--- src/rtl/hex_display_driver.sv ---
// Multi-digit active-low 7-segment hex driver: one shared decoder, one digit per clock, atomic commit.
// Optional HEX_BLINK_EN macro adds per-digit blinking driven by a free-running BLINK_DIV counter.
module hex_display_driver #(
  parameter int NUM_DIGITS = 6,
  parameter int BLINK_DIV  = 25000000
) (
  input  logic                      clk,
  input  logic                      reset,
  input  logic                      load,
  input  logic [4*NUM_DIGITS-1:0]   value,
  input  logic [NUM_DIGITS-1:0]     dp_in,
  input  logic                      blank_lz,
  input  logic [NUM_DIGITS-1:0]     blink_mask,
  output logic                      ready,
  output logic                      done,
  output logic [8*NUM_DIGITS-1:0]   HEX
);

  localparam int IW = (NUM_DIGITS > 1) ? $clog2(NUM_DIGITS) : 1;

  typedef enum logic [1:0] {IDLE, CONVERT, COMMIT} state_t;

  state_t                         state_q, state_d;
  logic [4*NUM_DIGITS-1:0]        val_q;
  logic [NUM_DIGITS-1:0]          dp_q;
  logic                           blz_q;
  logic [IW-1:0]                  idx_q;
  logic                           seen_q;
  logic [NUM_DIGITS-1:0][7:0]     shadow_q;
  logic [NUM_DIGITS-1:0][7:0]     hex_q;
  logic                           done_q;

  logic [3:0]                     digit;
  logic                           nz;
  logic                           blank;
  logic [7:0]                     glyph_byte;

  function automatic logic [6:0] glyph(input logic [3:0] d);
    case (d)
      4'h0: glyph = 7'h40;
      4'h1: glyph = 7'h79;
      4'h2: glyph = 7'h24;
      4'h3: glyph = 7'h30;
      4'h4: glyph = 7'h19;
      4'h5: glyph = 7'h12;
      4'h6: glyph = 7'h02;
      4'h7: glyph = 7'h78;
      4'h8: glyph = 7'h00;
      4'h9: glyph = 7'h10;
      4'hA: glyph = 7'h08;
      4'hB: glyph = 7'h03;
      4'hC: glyph = 7'h27;
      4'hD: glyph = 7'h21;
      4'hE: glyph = 7'h06;
      default: glyph = 7'h0E;
    endcase
  endfunction

  always_ff @(posedge clk or posedge reset) begin
    if (reset) state_q <= IDLE;
    else       state_q <= state_d;
  end

  always_comb begin
    state_d = state_q;
    ready   = 1'b0;
    case (state_q)
      IDLE: begin
        ready = 1'b1;
        if (load) state_d = CONVERT;
      end
      CONVERT: if (idx_q == '0) state_d = COMMIT;
      COMMIT:  state_d = IDLE;
      default: state_d = IDLE;
    endcase
  end

  // Leading zeros blank the segments only; the decimal point is kept regardless.
  always_comb begin
    digit      = val_q[{idx_q, 2'b00} +: 4];
    nz         = (digit != 4'h0);
    blank      = blz_q && !seen_q && !nz && (idx_q != '0);
    glyph_byte = {~dp_q[idx_q], blank ? 7'h7F : glyph(digit)};
  end

  always_ff @(posedge clk or posedge reset) begin
    if (reset) begin
      val_q    <= '0;
      dp_q     <= '0;
      blz_q    <= 1'b0;
      idx_q    <= '0;
      seen_q   <= 1'b0;
      shadow_q <= '0;
      hex_q    <= '1;
      done_q   <= 1'b0;
    end else begin
      done_q <= 1'b0;
      case (state_q)
        IDLE: if (load) begin
          val_q  <= value;
          dp_q   <= dp_in;
          blz_q  <= blank_lz;
          idx_q  <= IW'(NUM_DIGITS - 1);
          seen_q <= 1'b0;
        end
        CONVERT: begin
          shadow_q[idx_q] <= glyph_byte;
          seen_q          <= seen_q | nz;
          idx_q           <= idx_q - 1'b1;
        end
        COMMIT: begin
          hex_q  <= shadow_q;
          done_q <= 1'b1;
        end
        default: ;
      endcase
    end
  end

  assign done = done_q;

`ifdef HEX_BLINK_EN
  localparam int CW = (BLINK_DIV > 1) ? $clog2(BLINK_DIV) : 1;
  localparam logic [CW-1:0] CMAX = CW'(BLINK_DIV - 1);

  logic [CW-1:0]         cnt_q;
  logic                  phase_q;
  logic [NUM_DIGITS-1:0] bmask_q;

  always_ff @(posedge clk or posedge reset) begin
    if (reset) begin
      cnt_q   <= '0;
      phase_q <= 1'b0;
      bmask_q <= '0;
    end else begin
      if (cnt_q == CMAX) begin
        cnt_q   <= '0;
        phase_q <= ~phase_q;
      end else begin
        cnt_q <= cnt_q + 1'b1;
      end
      if (state_q == IDLE && load) bmask_q <= blink_mask;
    end
  end

  // Masking sits after the committed register so blinking never disturbs its contents.
  for (genvar k = 0; k < NUM_DIGITS; k++) begin : g_blink
    assign HEX[8*k +: 8] = (phase_q && bmask_q[k]) ? 8'hFF : hex_q[k];
  end
`else
  logic unused_blink;
  assign unused_blink = ^blink_mask ^ (BLINK_DIV > 0);
  assign HEX          = hex_q;
`endif

endmodule

--- config.mk ---
export PLATFORM = sky130hd
export DESIGN_NAME = hex_display_driver
export DESIGN_NICKNAME = d
export VERILOG_FILES = /design/src/rtl/hex_display_driver.sv
export SDC_FILE = /design/constraint.sdc
export NUM_CORES = 1
export LEC_CHECK = 0
export CORE_UTILIZATION = 46
export DETAILED_ROUTE_END_ITERATION = 6
export PLACE_DENSITY = 0.7
export REMOVE_ABC_BUFFERS = 1
export SYNTH_ARGS = -nofsm -noshare
export SYNTH_HDL_FRONTEND = slang
export SYNTH_SLANG_ARGS = --single-unit
--- constraint.sdc ---
create_clock -name clk -period 7.6 [get_ports clk]
set_input_delay 2.28 -clock clk [delete_from_list [all_inputs] [get_ports clk]]
set_output_delay 2.28 -clock clk [all_outputs]
set_load 0.02 [all_outputs]
==> reports/results.tsv <==
stage	metric	value	unit
yosys	EDFF count, synth	0	
floorplan	Die Area	0.0128	mm^2
global_route	vias in the first global route	3667	
clocking	CTS H-Tree Depth	4	
clocking	Clock Sinks	134	
global_route	Total Routing Usage GR	18.7	%
finish	ratio of cells with drive above 1 in the final layout	29.5	%
finish	most frequent cells in the layout	nand2_1 (116), dfrtp_1 (86), clkdlybuf4s50_1 (83), mux2_2 (68), dfstp_2 (48)	
clocking	CTS Hold Bufs	0	
clocking	Max Root-Sink Buffers	2	
setup_path	flop2flop setup slack	4.36	ns
sta	Final Slew Violations	0	
yosys	warnings from Yosys	0	
placed_design	Final Wtd Congestion	0.740	
floorplan	Site Rows	40	
hold_path	Hold EP	val_q[8]	
sta	setup violators final	0	
route	DRT iter0 DRCs	222	
route	post-route ant nets	0	
floorplan	chip width	113	um
yosys	top-area cell type share of the netlist area	37.8	%
sta	Final min period	4.04	ns
clocking	Post-CTS Resized	0	
sta	Peak Freq	248	MHz
clocking	TritonCTS clock tree	yes	
setup_path	Worst Setup Path Type	reg -> out	
global_route	largest net degree at the start of global routing	80	
setup_path	Crit Reg-Reg Endpoint	shadow_q[27]	
clocking	post-CTS setup buffers	0	
global_route	initial antenna violation count	0	
finish	area delta synth->final	26.9	%
global_route	first-pass GRT wire length	18500	um
yosys	Post-Syn Area	0.00569	mm^2
pwr	leak pwr	3.17	nW
placed_design	worst slack, placed	3.39	ns
route	Detailed Routing Iterations Pass 1	4	
route	Routed WL per cell	15.2	um
yosys	Synth Register Bits	134	
sta	TNS Setup	0	ns
run	max_cap viols	0	
hold_path	Hold/Removal Path Class	reg -> reg	
yosys	Post-synth ARST share	100	%
floorplan	starting density of the core	47.3	%
pwr	Power per Cell Area	475	mW/mm^2
setup_path	Reg-to-Reg Start	idx_q[2]	
yosys	cell taking the most area after synthesis	dfrtp_1	
setup_path	worst path required time	5.32	ns
pwr	maximum vdd ir drop	0.249	mV
floorplan	die height	113	um
setup_path	R2R depth	8	
setup_path	Worst Setup Start Kind	flip-flop	
finish	most common cell after layout, fill and taps aside	nand2_1	
clocking	CTS root buf	clkbuf_16	
sta	clk_skew	0.00994	ns
yosys	Mapped Cells	479	
sta	relative slew slack	25.9	%
finish	Nets	608	
global_route	gr ovfl total	0	
yosys	syn_area_per_cell	11.9	um^2
route	vias post-DR	3706	
yosys	sequential fraction of the synthesis area	60.0	%
clocking	clock latency on the worst-skew pair	0.41	ns
sta	Period Utilization, post-route	53.1	%
sta	Worst Tran Pin Value	1.11	ns
placed_design	# port buffers	83	
clocking	CTS buffer count	17	
run_status	status	completed	
sta	Final Hold Fails	0	
setup_path	Arrival @ worst endpoint	1.76	ns
yosys	count of different cell masters after synthesis	41	
finish	diodes inserted	0	
route	DRC Markers	0	
placed_design	dpl hpwl	7170	um
route	aggregate routed wire length	10900	um
sta	RSZ-0062 raised after global routing	false	
setup_path	crit-path max FO	4	
sta	fin worst setup slack	3.56	ns
yosys	Post-synth top flop	dfrtp_1	
floorplan	io pins	90	
hold_path	Hold Path Origin	val_q[8]	
hold_path	Hold Path Depth	2	
yosys	largest cells by area after synthesis	dfrtp_1 (38%), dfstp_2 (22%), mux2_2 (13%)	
floorplan	Core Area	0.0120	mm^2
route	vias per cell	5.15	
setup_path	crit end category	output port	
clocking	CTS clk-pin slew, worst paths	0.06	ns
==> metal layers <==
layer	share of wire [%]	routed length (um)	vias to the layer above	global-route usage (%)
met4	1.4	157	0	6.67
met5	0	0	-	0
met1	47	5160	1804	25.4
li1	-	-	1789	-
met3	4.6	499	14	5.03
met2	47	5080	99	29.2
==> worst max-delay path by stage <==
| stage | start | to | slack, ns | cells past startpoint |
|---|---|---|---|---|
| global route | state_q[0] | ready | 3.48 | 2 |
| detailed placement | reset | shadow_q[9] | 3.39 | 3 |
| floorplan | reset | blz_q | 1.82 | 1 |
| global placement | reset | shadow_q[2] | 3.44 | 3 |
| finish | state_q[0] | ready | 3.56 | 2 |
| CTS | state_q[0] | ready | 3.57 | 2 |
==> logic make-up after synthesis <==
group | count (synthesis) | share of synthesized area, %
simple gates | 166 | 12.0
fa+ha+maj | 9 | 1.98
compound gates | 58 | 7.39
buf+inv | 33 | 2.44
flops | 134 | 60.0
mux | 79 | 16.1
==> where the power goes <==
part           switching (W)  internal (W)  total, W
Sequential          0.000198       0.00108   0.00128
Clock               0.000291      0.000500  0.000791
Combinational       0.000743      0.000610   0.00135
Total                0.00123       0.00219   0.00342
==> Yosys cell counts (2+ instances only) <==
library cell and n:
o21ai_1 13, nor4_1 2, buf_1 2, dfrtp_1 86, nor2_1 23, dfstp_2 48, nand3_1 8, a21o_1 2
buf_2 3, mux2_2 68, a21oi_2 3, o32ai_2 2, nor2b_1 4, nand2_1 116, inv_1 7, a21oi_1 21
mux4_2 3, a22o_1 2, and3_1 3, and2_1 3, ha_1 9, nand2b_1 3, o21ai_0 6, clkbuf_1 19
mux2i_1 7
==> final cells by class <==
type	count	area, um^2
Clock buffer	24	472
Multi-Input combinational cell	312	2150
Sequential cell	134	3410
Tap cell	147	184
Fill cell	977	4800
Clock inverter	8	103
Inverter	7	28.8
Timing Repair Buffer	87	861
==> metrics by stage <==
step,cells,util (%),total power [W],hold WS [ns],area [um^2]
6_report,719,60.1,0.00342,0.473,7220
4_1_cts,719,60.1,0.00345,0.474,7220
3_5_place_dp,687,55.3,0.00265,0.455,6640
3_3_place_gp,687,55.3,0.00260,0.450,6640
2_1_floorplan,453,-,0.00217,0.437,5570
5_1_grt,719,60.1,0.00366,0.491,7220
==> critical path, stage by stage, from the launching register on <==
cell and delay, ns:
dfrtp_1 0.42, nor2_1 0.26, clkdlybuf4s50_1 0.66
==> sequential cells by signal (all words and copies together), names as in the netlist <==
name and cells:
shadow_q 48, idx_q 3, state_q 2, done 1, val_q 24, dp_q 6
HEX 48, seen_q 1, blz_q 1
Note: power is estimated with default switching activity, not from simulation.
